**src/rtl/dmem_port_arbiter_if.sv**
```systemverilog
// dmem_port_arbiter_if
//   Bundles the two requester ports and the dmem syncram connection that
//   dmem_port_arbiter serialises.
//   Port 0 (cpu):     req0, we0, addr0, wdata0 -> gnt0, rvalid0, rdata0
//   Port 1 (display): req1, we1, addr1, wdata1 -> gnt1, rvalid1, rdata1
//   Memory side:      mem_address, mem_data, mem_wren -> dmem; mem_q <- dmem
//   Modports: slave  = arbiter view
//             master = environment view (requesters plus syncram)
interface dmem_port_arbiter_if #(
  parameter int AW = 12,
  parameter int DW = 32
);
  logic          req0;
  logic          we0;
  logic [AW-1:0] addr0;
  logic [DW-1:0] wdata0;
  logic          gnt0;
  logic          rvalid0;
  logic [DW-1:0] rdata0;

  logic          req1;
  logic          we1;
  logic [AW-1:0] addr1;
  logic [DW-1:0] wdata1;
  logic          gnt1;
  logic          rvalid1;
  logic [DW-1:0] rdata1;

  logic [AW-1:0] mem_address;
  logic [DW-1:0] mem_data;
  logic          mem_wren;
  logic [DW-1:0] mem_q;

  modport slave (
    input  req0, we0, addr0, wdata0, req1, we1, addr1, wdata1, mem_q,
    output gnt0, rvalid0, rdata0, gnt1, rvalid1, rdata1,
           mem_address, mem_data, mem_wren
  );

  modport master (
    output req0, we0, addr0, wdata0, req1, we1, addr1, wdata1, mem_q,
    input  gnt0, rvalid0, rdata0, gnt1, rvalid1, rdata1,
           mem_address, mem_data, mem_wren
  );
endinterface

```
**src/rtl/dmem_port_arbiter.sv**
```systemverilog
// dmem_port_arbiter
//   Shares the single-port dmem syncram between port 0 (cpu load/store) and
//   port 1 (display/sprite fetcher). One access at a time:
//   IDLE -> ISSUE -> (write) IDLE
//   IDLE -> ISSUE -> WAIT x RD_LAT -> RESP -> IDLE   (read)
//   Ports:
//     clock  - dmem clock
//     reset  - synchronous, active-low
//     bus    - dmem_port_arbiter_if.slave (requester ports + syncram side)
//     busy   - high whenever the state is not IDLE
//   Parameters: AW address width, DW data width, RD_LAT syncram read
//   latency (1..4).
//   Optional macro DMEM_ARB_RR_EN: round-robin arbitration between the two
//   ports; when undefined, port 0 has fixed priority.
module dmem_port_arbiter #(
  parameter int AW     = 12,
  parameter int DW     = 32,
  parameter int RD_LAT = 1
) (
  input  logic                 clock,
  input  logic                 reset,
  dmem_port_arbiter_if.slave   bus,
  output logic                 busy
);

  typedef enum logic [1:0] {
    S_IDLE  = 2'd0,
    S_ISSUE = 2'd1,
    S_WAIT  = 2'd2,
    S_RESP  = 2'd3
  } state_t;

  localparam int CW = 2;

  state_t        state_q, state_d;
  logic          owner_q, owner_d;
  logic          we_q, we_d;
  logic [CW-1:0] cnt_q, cnt_d;
  logic [AW-1:0] addr_q, addr_d;
  logic [DW-1:0] data_q, data_d;
  logic [DW-1:0] rdata0_q, rdata0_d;
  logic [DW-1:0] rdata1_q, rdata1_d;
  logic          win;

`ifdef DMEM_ARB_RR_EN
  // ptr_q names the port that wins a tie; it flips away from each winner.
  logic          ptr_q, ptr_d;

  always_comb begin
    if (bus.req0 && bus.req1) win = ptr_q;
    else                      win = bus.req1;
  end
`else
  always_comb begin
    win = !bus.req0;
  end
`endif

  always_comb begin
    state_d  = state_q;
    owner_d  = owner_q;
    we_d     = we_q;
    cnt_d    = cnt_q;
    addr_d   = addr_q;
    data_d   = data_q;
    rdata0_d = rdata0_q;
    rdata1_d = rdata1_q;
`ifdef DMEM_ARB_RR_EN
    ptr_d    = ptr_q;
`endif
    case (state_q)
      S_IDLE: begin
        if (bus.req0 || bus.req1) begin
          owner_d = win;
          addr_d  = win ? bus.addr1  : bus.addr0;
          data_d  = win ? bus.wdata1 : bus.wdata0;
          we_d    = win ? bus.we1    : bus.we0;
          state_d = S_ISSUE;
`ifdef DMEM_ARB_RR_EN
          ptr_d   = !win;
`endif
        end
      end
      S_ISSUE: begin
        if (we_q) begin
          state_d = S_IDLE;
        end else begin
          state_d = S_WAIT;
          cnt_d   = CW'(RD_LAT - 1);
        end
      end
      S_WAIT: begin
        // q is valid in the last WAIT cycle, RD_LAT cycles after ISSUE.
        if (cnt_q == '0) begin
          if (owner_q) rdata1_d = bus.mem_q;
          else         rdata0_d = bus.mem_q;
          state_d = S_RESP;
        end else begin
          cnt_d = cnt_q - CW'(1);
        end
      end
      S_RESP:  state_d = S_IDLE;
      default: state_d = S_IDLE;
    endcase
  end

  always_ff @(posedge clock) begin
    if (!reset) begin
      state_q  <= S_IDLE;
      owner_q  <= 1'b0;
      we_q     <= 1'b0;
      cnt_q    <= '0;
      addr_q   <= '0;
      data_q   <= '0;
      rdata0_q <= '0;
      rdata1_q <= '0;
`ifdef DMEM_ARB_RR_EN
      ptr_q    <= 1'b0;
`endif
    end else begin
      state_q  <= state_d;
      owner_q  <= owner_d;
      we_q     <= we_d;
      cnt_q    <= cnt_d;
      addr_q   <= addr_d;
      data_q   <= data_d;
      rdata0_q <= rdata0_d;
      rdata1_q <= rdata1_d;
`ifdef DMEM_ARB_RR_EN
      ptr_q    <= ptr_d;
`endif
    end
  end

  // Strobes decode directly from the registered state, so they are glitch
  // free and all zero while in IDLE (including straight after reset).
  assign bus.gnt0        = (state_q == S_ISSUE) && !owner_q;
  assign bus.gnt1        = (state_q == S_ISSUE) &&  owner_q;
  assign bus.rvalid0     = (state_q == S_RESP)  && !owner_q;
  assign bus.rvalid1     = (state_q == S_RESP)  &&  owner_q;
  assign bus.mem_wren    = (state_q == S_ISSUE) &&  we_q;
  assign bus.mem_address = addr_q;
  assign bus.mem_data    = data_q;
  assign bus.rdata0      = rdata0_q;
  assign bus.rdata1      = rdata1_q;
  assign busy            = (state_q != S_IDLE);

endmodule

```
**src/flat_wrapper.sv**
```systemverilog
// flat-port wrapper written by rule: the top's interface ports become plain ports
module dmem_port_arbiter_flat 
#(
  parameter int AW     = 12,
  parameter int DW     = 32,
  parameter int RD_LAT = 1
)
  (clock, reset, busy, bus_req0, bus_we0, bus_addr0, bus_wdata0, bus_req1, bus_we1, bus_addr1, bus_wdata1, bus_mem_q, bus_gnt0, bus_rvalid0, bus_rdata0, bus_gnt1, bus_rvalid1, bus_rdata1, bus_mem_address, bus_mem_data, bus_mem_wren);
  dmem_port_arbiter_if #(.AW(AW), .DW(DW)) bus_i ();
  input  logic clock;
  input  logic reset;
  output logic busy;
  input wire logic [$bits(bus_i.req0)-1:0] bus_req0;
  input wire logic [$bits(bus_i.we0)-1:0] bus_we0;
  input wire logic [$bits(bus_i.addr0)-1:0] bus_addr0;
  input wire logic [$bits(bus_i.wdata0)-1:0] bus_wdata0;
  input wire logic [$bits(bus_i.req1)-1:0] bus_req1;
  input wire logic [$bits(bus_i.we1)-1:0] bus_we1;
  input wire logic [$bits(bus_i.addr1)-1:0] bus_addr1;
  input wire logic [$bits(bus_i.wdata1)-1:0] bus_wdata1;
  input wire logic [$bits(bus_i.mem_q)-1:0] bus_mem_q;
  output wire logic [$bits(bus_i.gnt0)-1:0] bus_gnt0;
  output wire logic [$bits(bus_i.rvalid0)-1:0] bus_rvalid0;
  output wire logic [$bits(bus_i.rdata0)-1:0] bus_rdata0;
  output wire logic [$bits(bus_i.gnt1)-1:0] bus_gnt1;
  output wire logic [$bits(bus_i.rvalid1)-1:0] bus_rvalid1;
  output wire logic [$bits(bus_i.rdata1)-1:0] bus_rdata1;
  output wire logic [$bits(bus_i.mem_address)-1:0] bus_mem_address;
  output wire logic [$bits(bus_i.mem_data)-1:0] bus_mem_data;
  output wire logic [$bits(bus_i.mem_wren)-1:0] bus_mem_wren;
  assign bus_i.req0 = bus_req0;
  assign bus_i.we0 = bus_we0;
  assign bus_i.addr0 = bus_addr0;
  assign bus_i.wdata0 = bus_wdata0;
  assign bus_i.req1 = bus_req1;
  assign bus_i.we1 = bus_we1;
  assign bus_i.addr1 = bus_addr1;
  assign bus_i.wdata1 = bus_wdata1;
  assign bus_i.mem_q = bus_mem_q;
  assign bus_gnt0 = bus_i.gnt0;
  assign bus_rvalid0 = bus_i.rvalid0;
  assign bus_rdata0 = bus_i.rdata0;
  assign bus_gnt1 = bus_i.gnt1;
  assign bus_rvalid1 = bus_i.rvalid1;
  assign bus_rdata1 = bus_i.rdata1;
  assign bus_mem_address = bus_i.mem_address;
  assign bus_mem_data = bus_i.mem_data;
  assign bus_mem_wren = bus_i.mem_wren;
  dmem_port_arbiter #(.AW(AW), .DW(DW), .RD_LAT(RD_LAT)) u_core (.clock(clock), .reset(reset), .bus(bus_i), .busy(busy));
endmodule
```
**config.mk**
```make
export PLATFORM = sky130hd
export DESIGN_NAME = dmem_port_arbiter_flat
export DESIGN_NICKNAME = d
export VERILOG_FILES = /design/src/rtl/dmem_port_arbiter_if.sv /design/src/rtl/dmem_port_arbiter.sv /design/src/flat_wrapper.sv
export SDC_FILE = /design/constraint.sdc
export NUM_CORES = 1
export LEC_CHECK = 0
export ABC_CLOCK_PERIOD_IN_PS = 4500
export CAP_MARGIN = 15
export CELL_PAD_IN_SITES_DETAIL_PLACEMENT = 1
export CELL_PAD_IN_SITES_GLOBAL_PLACEMENT = 1
export CORE_UTILIZATION = 31
export DETAILED_ROUTE_END_ITERATION = 10
export GPL_TIMING_DRIVEN = 0
export PLACE_DENSITY = 0.89
export SLEW_MARGIN = 20
export SYNTH_ARGS = -nofsm -noshare
export SYNTH_HDL_FRONTEND = slang
export SYNTH_SLANG_ARGS = --single-unit
```
**constraint.sdc**
```tcl
create_clock -name clock -period 4.5 [get_ports clock]
set_clock_uncertainty 0.15 [all_clocks]
set_input_delay 0.45 -clock clock [delete_from_list [all_inputs] [get_ports clock]]
set_output_delay 0.45 -clock clock [all_outputs]
set_load 0.02 [all_outputs]
```
# After elaboration in Yosys (flattened, before gate mapping)
# Index checks and enable logic that the tools add are counted.
# classes
muxes,10
n_addsub,1
bitwise_logic,1
n_reduce_logical,17
eq_ne,7
# op_table
operator,n
$mux 32,1
$mux 12,1
$mux 2,5
$reduce_and 3->1,3
$pmux 2 s4,1
$logic_and 1x1->1,5
$eq 2x2->1 const B,2
$logic_not 2->1,2
$ne 2x1->1 const B,2
$ne 2x2->1 const B,2
$pmux 2 s2,1
$reduce_and 2->1,2
$reduce_bool 2->1,2
$eq 2x1->1 const B,1
$logic_not 1->1,2
$sub 2x1->2 const B,1
$logic_or 1x1->1,1
$mux 1,1
$not 1->1,1
# totals
register_bits,114

# Logic depth before layout (Yosys ltp)
# Gate-level depths: netlist of run 1.
# depth
depth_word,3
ltp_mapped,7
depth_no_buf,5

# Least setup slack after synthesis of run 1
# No wires, ideal clock.
# synth_path
path_type,flip-flop to flip-flop
startpoint,register u_core.state_q[0]
endpoint,register u_core.addr_q[10] (netlist: u_core.bus.mem_address[10])
synth_period_minus_slack_ns,1.596
path_stages_with_launch,7
setup_time_ns,0.116
arrival_time_ns,1.330
path_slack_ns,2.904
t_required_ns,4.234
cell_sequence,dfxtp_1 -> inv_1 -> ha_1 -> o21a_1 -> buf_4 -> buf_2 -> o211a_1
# synth_via
elab_chain_cells,2
# synth_rtl
element,line_no,text
"start, declared",dmem_port_arbiter.sv:35,"state_t state_q, state_d;"
"start signal, assigned",dmem_port_arbiter.sv:121,state_q <= state_d;
$logic_not 2->1,dmem_port_arbiter.sv:71,case (state_q)
$reduce_and 2->1 (no source line),n/a,
"end signal, assigned",dmem_port_arbiter.sv:125,addr_q <= addr_d;
"end, declared",dmem_port_arbiter.sv:39,"logic [AW-1:0] addr_q, addr_d;"
# Every way passes these cells.
# A chain may end at the register's enable or synchronous reset.

# Worst setup path after layout of run 1
# layout_path
startpoint,register u_core.state_q[0]
endpoint,output busy
# layout_via
elab_chain_cells,1
# layout_rtl
element,line_no,text
$reduce_bool 2->1,dmem_port_arbiter.sv:146,assign busy = (state_q != S_IDLE);
"end, declared",flat_wrapper.sv:12,output logic busy;
# Every way passes these cells.

==> metrics.log, run 1 <==
[metrics] r2r setup slk: 2.49 ns
[metrics] proportion of synthesized chip area in sequential cells: between 40 and 50%
[metrics] number of nets still failing antenna checks after routing: 0
[metrics] DR DRC count: 0
[metrics] power density of the placed cells: 390 nW/µm²
[metrics] area of the die: ~16000 µm²
[metrics] half-perimeter wire length after detailed placement: around 13000 µm
[metrics] largest vdd supply drop: 268 µV
[metrics] kind of capture point of the worst setup path: output pin
[metrics] data arrival time at the worst-slack endpoint: 2.00 ns
[metrics] count of state elements after synthesis: 114
[metrics] final hold violation count: 0
[metrics] minimum period implied by the final worst setup slack: 2.60 ns
[metrics] global router's overall resource usage: 21.8%
[metrics] nets in the synthesized netlist: between 600 and 700
[metrics] WP data required: a little under 4 ns
[metrics] floorplan die width: 128 µm
[metrics] RSZ-0062 raised after global routing: no
[metrics] clock-pin slew of the registers on the worst-case setup and hold paths: 0.05 ns
[metrics] worst-case hold path end point: u_core.bus.rdata0[24]
[metrics] r2r endpoint: u_core.bus.rdata1[2]
[metrics] type of the setup path with the least slack: flop to output pin
[metrics] Reg power frac: between 30% and 40%
[metrics] global-route wire length before repair: 27200 µm
[metrics] gate count after technology mapping: around 530
[metrics] Clock Sinks: 114
[metrics] layout cells sized above 1: under 10%
[metrics] maximum fanout along the worst path: 6
[metrics] actual slew at the worst max-slew pin: 0.471 ns
[metrics] y dimension of the die: between 100 and 150 µm
[metrics] Comb power frac: 22.6%
[metrics] post-placement worst setup slack: 2.30 ns
[metrics] startpoint kind of the worst setup timing path: flop
[metrics] number of ports placed on the die boundary: 240
[metrics] Worst slew margin: 68.6%
[metrics] number of buffers inserted by port buffering: 238
[metrics] maximum number of pins on one net before global-route repair: 17
[metrics] Critical Path, Cell by Cell: inv_1, ha_1, inv_1, clkdlybuf4s50_1
[metrics] site row count: 45
[metrics] Top Family by Delay on Critical Path: buffers and inverters
[metrics] Hold Worst Slack: approximately 0.30 ns
[metrics] Hold Path Depth: 2
[metrics] vias in the first global route: 5226
[metrics] final setup fails: 0
[metrics] result of the run: complete, no violations
[metrics] min-delay src: u_core.bus.rdata0[24]
[metrics] Register Area: 2280 µm²
[metrics] mapped cell area: 4890 µm²
[metrics] Net Sw Frac: 27.9%
[metrics] clock latency of the later-clocked register in the worst-skew pair: 0.41 ns
[metrics] launching point of the worst reg2reg path: u_core.state_q[0]
[metrics] count of nets after finishing: 917
[metrics] Total Power: 3.17 mW
[metrics] FILL cells: 1728
[metrics] cell at the slowest stage of the critical path: sky130_fd_sc_hd__clkdlybuf4s50_1
[metrics] WP buf/inv: 3
[metrics] area growth from synthesis to final layout: 66.0%
[metrics] part of the cycle the worst path needs: 57.8%
[metrics] Crit path top cell by count: sky130_fd_sc_hd__inv_1
[metrics] multi-input gate area in the final layout: about 2300 µm²
[metrics] Antenna diodes: 0
[metrics] path type of the worst min-delay path: flop to flop
[metrics] clock tree from TritonCTS: built
[metrics] total core area: ~15000 µm²
[metrics] initial standard-cell utilization of the core: 31.9%
[metrics] Via Count: about 4700
[metrics] post-synthesis average cell area: 9.28 µm²
[metrics] max-cap check violation count: 0
[metrics] max frequency: 0.384 GHz
[metrics] Via-to-Cell Ratio: 4.70
[metrics] Clock Path Buffers: 2
[metrics] placer's final routability congestion estimate: 0.787
[metrics] part of the power in the clock network: approximately 41%
[metrics] # H-tree levels: 4
[metrics] Int Pwr: approximately 2.3 mW
[metrics] count of unique library cells instantiated by Yosys: 24
[metrics] post-route worst setup slack: 1.90 ns
[metrics] leakage power: 3.47 nW
[metrics] iteration count of the initial detailed-routing pass: 4
[metrics] CTS Root Cell: sky130_fd_sc_hd__clkbuf_16
[metrics] Largest stage delay, worst path: 0.64 ns
[metrics] routed len/inst: 17.0 µm
[metrics] CTS buffer count: 17
[metrics] cell depth of the worst flop-to-flop path: 6
[metrics] number of design-rule violations left by the first detailed-router iteration: roughly 140
[metrics] routed wire length: 17200 µm
[metrics] yosys synthesis warning count: 0
[metrics] number of buffers added for setup after CTS: 0
[metrics] number of max-slew violations in the final report: 0
[metrics] TNS Setup: 0 ns
[metrics] antenna violations before repair: 0
[metrics] CTS Hold Bufs: 0
[metrics] remaining global-route overflow: 0
[metrics] power dissipated by switching net loads: just under 0.9 mW
[metrics] count of cells resized by post-cts repair: 0
-- power by group through the flow --
stage	combinational (mW)	clock (mW)	sequential (mW)
floorplan	0.258	0	1.25
detailed placement	0.719	0	1.17
finish	0.715	1.30	1.15
CTS	0.725	1.33	1.15
global placement	0.699	0	1.16
global route	0.767	1.40	1.16
-- routing by layer --
metal	global-route usage [%]	part of all wire (%)
met2	40.1	52
met5	0	0
met1	23.1	40
met4	6.78	1.5
met3	7.79	7.1
-- kinds of logic (layout without fill, tap and decap cells) --
kind of cell	after synthesis	count (layout)	synth area share, %
buffers and inverters	47	317	5.86
multiplexers	49	49	10.0
AO/OA/AOI/OAI	115	115	19.9
flip-flops	114	114	46.7
adder cells (fa/ha/maj)	7	7	1.79
AND/OR/NAND/NOR	195	195	15.7
-- layout by cell type, fill, tap and decap left out, types with 2 or more instances in the layout --
| cell type | netlist | routed |
|---|---|---|
| sky130_fd_sc_hd__dfxtp_1 | 114 | 114 |
| sky130_fd_sc_hd__buf_4 | 14 | 14 |
| sky130_fd_sc_hd__a21boi_1 | 60 | 60 |
| sky130_fd_sc_hd__clkdlybuf4s50_1 | 0 | 238 |
| sky130_fd_sc_hd__inv_1 | 5 | 5 |
| sky130_fd_sc_hd__nor2_1 | 2 | 2 |
| sky130_fd_sc_hd__clkinv_4 | 0 | 2 |
| sky130_fd_sc_hd__bufinv_16 | 0 | 2 |
| sky130_fd_sc_hd__buf_6 | 6 | 6 |
| sky130_fd_sc_hd__o211a_1 | 45 | 45 |
| sky130_fd_sc_hd__buf_2 | 10 | 10 |
| sky130_fd_sc_hd__clkbuf_1 | 12 | 12 |
| sky130_fd_sc_hd__a21boi_0 | 4 | 4 |
| sky130_fd_sc_hd__a21oi_1 | 2 | 2 |
| sky130_fd_sc_hd__clkinvlp_4 | 0 | 5 |
| sky130_fd_sc_hd__nand2_1 | 180 | 180 |
| sky130_fd_sc_hd__nor2b_1 | 3 | 3 |
| sky130_fd_sc_hd__ha_1 | 7 | 7 |
| sky130_fd_sc_hd__nand3b_1 | 3 | 3 |
| sky130_fd_sc_hd__mux2i_1 | 49 | 49 |
| sky130_fd_sc_hd__and2_1 | 3 | 3 |
| sky130_fd_sc_hd__clkinv_2 | 0 | 5 |
| sky130_fd_sc_hd__clkbuf_16 | 0 | 17 |
| sky130_fd_sc_hd__nand3_1 | 2 | 2 |
-- worst max-delay path by stage --
stage	from	cells past startpoint	slack, ns	endpoint
detailed placement	u_core.state_q[0]	4	2.30	busy
finish	u_core.state_q[0]	4	1.90	busy
global placement	u_core.state_q[0]	4	2.39	busy
floorplan	u_core.state_q[0]	6	2.90	u_core.bus.mem_address[10]
global route	u_core.state_q[0]	4	1.78	busy
CTS	u_core.state_q[0]	4	1.83	busy
-- cell type report --
type / instances / area share [%]
repair buffers: 238 / 29.4
inverters: 5 / 0.231
multi-input cells: 366 / 28.6
clock buffers: 18 / 5.41
plain buffers: 42 / 3.30
flip-flops and latches: 114 / 28.1
clock inverters: 14 / 1.73
well taps: 211 / 3.25
-- Yosys cell counts --
master | count | share of area, %
sky130_fd_sc_hd__a211oi_2 | 1 | 0.26
sky130_fd_sc_hd__a21boi_0 | 4 | 0.61
sky130_fd_sc_hd__a21boi_1 | 60 | 9.2
sky130_fd_sc_hd__a21oi_1 | 2 | 0.20
sky130_fd_sc_hd__a22oi_1 | 1 | 0.15
sky130_fd_sc_hd__and2_1 | 3 | 0.38
sky130_fd_sc_hd__and3_1 | 1 | 0.13
sky130_fd_sc_hd__and3b_1 | 1 | 0.18
sky130_fd_sc_hd__buf_2 | 10 | 1.0
sky130_fd_sc_hd__buf_4 | 14 | 2.1
sky130_fd_sc_hd__buf_6 | 6 | 1.4
sky130_fd_sc_hd__clkbuf_1 | 12 | 0.92
sky130_fd_sc_hd__dfxtp_1 | 114 | 47
sky130_fd_sc_hd__ha_1 | 7 | 1.8
sky130_fd_sc_hd__inv_1 | 5 | 0.38
sky130_fd_sc_hd__mux2i_1 | 49 | 10
sky130_fd_sc_hd__nand2_1 | 180 | 14
sky130_fd_sc_hd__nand3_1 | 2 | 0.20
sky130_fd_sc_hd__nand3b_1 | 3 | 0.46
sky130_fd_sc_hd__nor2_1 | 2 | 0.15
sky130_fd_sc_hd__nor2b_1 | 3 | 0.38
sky130_fd_sc_hd__o211a_1 | 45 | 9.2
sky130_fd_sc_hd__o21a_1 | 1 | 0.15
sky130_fd_sc_hd__o21ai_0 | 1 | 0.10
-- stage by stage --
step,cell area [µm²],util [%],cells
2_1_floorplan,4890,-,527
3_3_place_gp,7530,49.2,976
3_5_place_dp,7530,49.2,976
4_1_cts,8110,53.0,1008
5_1_grt,8110,53.0,1008
6_report,8110,53.0,1008
-- worst min-delay path: stages (launching register included) --
cell and delay, ns:
sky130_fd_sc_hd__dfxtp_1 0.30, sky130_fd_sc_hd__nand2_1 0.05, sky130_fd_sc_hd__a21boi_1 0.05
-- sequential cells by signal (all words and copies together), names as in the netlist, named ones only --
signal,cells
u_core.bus.mem_data,32
u_core.bus.mem_address,12
u_core.owner_q,1
u_core.bus.rdata0,32
u_core.we_q,1
u_core.state_q,1
u_core.bus.rdata1,32
u_core.cnt_q,2
(Power assumes the default switching activity.)
==> inputs of run 2 (changes only) <==
ABC_CLOCK_PERIOD_IN_PS = 2500   (was 4500)
CORE_UTILIZATION = 29   (was 31)
PLACE_DENSITY = 0.84   (was 0.89)
clock period = 2.5 ns   (was 4.5 ns; I/O delays follow)
==> run 2 against run 1 <==
Power is 84% higher. Sequential share of layout area is 0.099 points lower. Die area grew 6.8%. Utilization decreased by 3.7 points. Via count is 0.36% higher. Count of clock-buffer cells in the layout up 4. Clock power rose by 91%. Final cell count grew 0.89%. Non-clock buffer count did not move. Critical path type unchanged. Largest power group unchanged. Highest routed layer unchanged.
==> metrics.log, run 2 (synthesized netlist as in run 1, its figures left out) <==
[metrics] result of the run: complete, no violations
[metrics] CTS Root Cell: sky130_fd_sc_hd__clkbuf_16
[metrics] multi-input gate area in the final layout: 2320 µm²
[metrics] remaining global-route overflow: 0
[metrics] final setup fails: 0
[metrics] global router's overall resource usage: 20.1%
[metrics] placer's final routability congestion estimate: 0.751
[metrics] cell at the slowest stage of the critical path: sky130_fd_sc_hd__clkdlybuf4s50_1
[metrics] count of nets after finishing: 917
[metrics] number of design-rule violations left by the first detailed-router iteration: 131
[metrics] startpoint kind of the worst setup timing path: flop
[metrics] Top Family by Delay on Critical Path: buffers and inverters
[metrics] # H-tree levels: 4
[metrics] part of the cycle the worst path needs: 93.2%
[metrics] routed wire length: 17000 µm
[metrics] largest vdd supply drop: 478 µV
[metrics] Register Area: between 2000 and 2500 µm²
[metrics] WP buf/inv: 3
[metrics] site row count: 47
[metrics] area of the die: between 15000 and 20000 µm²
[metrics] y dimension of the die: 132 µm
[metrics] total core area: 16500 µm²
[metrics] number of nets still failing antenna checks after routing: 0
[metrics] max-cap check violation count: 0
[metrics] Clock Sinks: 114
[metrics] floorplan die width: around 130 µm
[metrics] area growth from synthesis to final layout: 66.6%
[metrics] global-route wire length before repair: 27000 µm
[metrics] RSZ-0062 raised after global routing: no
[metrics] power density of the placed cells: 716 nW/µm²
[metrics] kind of capture point of the worst setup path: output pin
[metrics] Critical Path, Cell by Cell: inv_1, ha_1, inv_1, clkdlybuf4s50_1
[metrics] minimum period implied by the final worst setup slack: 2.33 ns
[metrics] Via Count: 4757
[metrics] Clock Path Buffers: 2
[metrics] actual slew at the worst max-slew pin: 0.603 ns
[metrics] commonest cells after routing, fill and taps aside: 238 x sky130_fd_sc_hd__clkdlybuf4s50_1, 180 x sky130_fd_sc_hd__nand2_1, 114 x sky130_fd_sc_hd__dfxtp_1, 60 x sky130_fd_sc_hd__a21boi_1, 49 x sky130_fd_sc_hd__mux2i_1
[metrics] Crit path top cell by count: sky130_fd_sc_hd__inv_1
[metrics] antenna violations before repair: 0
[metrics] Total Power: 5.83 mW
[metrics] DR DRC count: 0
[metrics] number of max-slew violations in the final report: 0
[metrics] data arrival time at the worst-slack endpoint: 1.93 ns
[metrics] CTS buffer count: 17
[metrics] most common cell after layout, fill and taps aside: sky130_fd_sc_hd__clkdlybuf4s50_1
[metrics] FILL cells: 1858
[metrics] half-perimeter wire length after detailed placement: 12700 µm
[metrics] vias in the first global route: 5079
[metrics] maximum number of pins on one net before global-route repair: 17
[metrics] routed len/inst: 16.7 µm
[metrics] maximum fanout along the worst path: 6
[metrics] number of buffers added for setup after CTS: 0
[metrics] Worst slew margin: 59.8%
[metrics] final instance area: a little over 8000 µm²
[metrics] iteration count of the initial detailed-routing pass: 4
[metrics] final hold violation count: 0
[metrics] number of ports placed on the die boundary: 240
[metrics] max frequency: between 0.4 and 0.5 GHz
[metrics] count of cells resized by post-cts repair: 0
[metrics] layout cells sized above 1: between 7 and 8%
[metrics] clock-pin slew of the registers on the worst-case setup and hold paths: 0.06 ns
[metrics] WP data required: 2.10 ns
[metrics] leakage power: 3.48 nW
[metrics] type of the setup path with the least slack: flop to output pin
[metrics] TNS Setup: 0 ns
[metrics] Largest stage delay, worst path: 0.60 ns
[metrics] initial standard-cell utilization of the core: 29.6%
[metrics] path type of the worst min-delay path: input port to flop
[metrics] placed inst area: 7550 µm²
[metrics] Hold Worst Slack: 0.267 ns
[metrics] Via-to-Cell Ratio: 4.68
[metrics] Antenna diodes: 0
[metrics] number of buffers inserted by port buffering: ~240
[metrics] CTS Hold Bufs: 0
[metrics] clock latency of the later-clocked register in the worst-skew pair: between 0.4 and 0.5 ns
[metrics] clock tree from TritonCTS: built
## run 2: cell count changes in the layout (fill, tap and decap cells not counted), sizes merged
cell,delta
clkinvlp,-2
clkbuf,+4
bufinv,+1
clkinv,-3
## run 2: metrics by stage
stage,utilization (%),worst slack (ns),cells
after floorplan,-,0.904,527
after global placement,45.7,0.446,985
after detailed placement,45.7,0.380,985
after CTS,49.3,0.156,1017
after global routing,49.3,0.0550,1017
final,49.3,0.170,1017
## run 2: path summary, 6_finish.rpt
check | slack [ns] | cells past startpoint | from | to
worst max-delay path | 0.17 | 4 | u_core.state_q[0] | busy
worst min-delay path | 0.27 | 3 | bus_mem_q[12] | u_core.bus.rdata0[12]
worst max register to register | 0.27 | 6 | u_core.state_q[0] | u_core.bus.rdata1[10]
worst min register to register | 0.30 | 2 | u_core.bus.rdata1[20] | u_core.bus.rdata1[20]
## run 2: power by group
part	switching, mW	leakage, nW	internal, mW	total (mW)
clock	0.873	0.286	1.61	2.48
combinational	0.629	2.26	0.659	1.29
sequential	0.0893	0.931	1.97	2.06
total	1.59	3.48	4.24	5.83
## run 2: cell type report
| type | count | area share, % |
|---|---|---|
| Timing Repair Buffer | 238 | 29.3 |
| Multi-Input combinational cell | 366 | 28.5 |
| Sequential cell | 114 | 28.0 |
| Clock buffer | 22 | 5.70 |
| Tap cell | 220 | 3.38 |
| Buffer | 42 | 3.29 |
| Clock inverter | 10 | 1.63 |
| Inverter | 5 | 0.230 |
## run 2: worst reg2reg max path: stages, from the launching register on
cell and delay (ns):
sky130_fd_sc_hd__dfxtp_1 0.38, sky130_fd_sc_hd__inv_1 0.13, sky130_fd_sc_hd__ha_1 0.30, sky130_fd_sc_hd__nand3_1 0.28, sky130_fd_sc_hd__clkbuf_1 0.52, sky130_fd_sc_hd__nand2_1 0.16
sky130_fd_sc_hd__a21boi_1 0.23
## run 2: metal layers
| layer | vias to the layer above | part of all wire [%] | GRT usage, % |
|---|---|---|---|
| met4 | 0 | 1.4 | 6.46 |
| met1 | 2256 | 42 | 22.6 |
| li1 | 2289 | - | - |
| met2 | 194 | 48 | 34.8 |
| met5 | - | 0 | 0 |
| met3 | 18 | 8.7 | 7.77 |
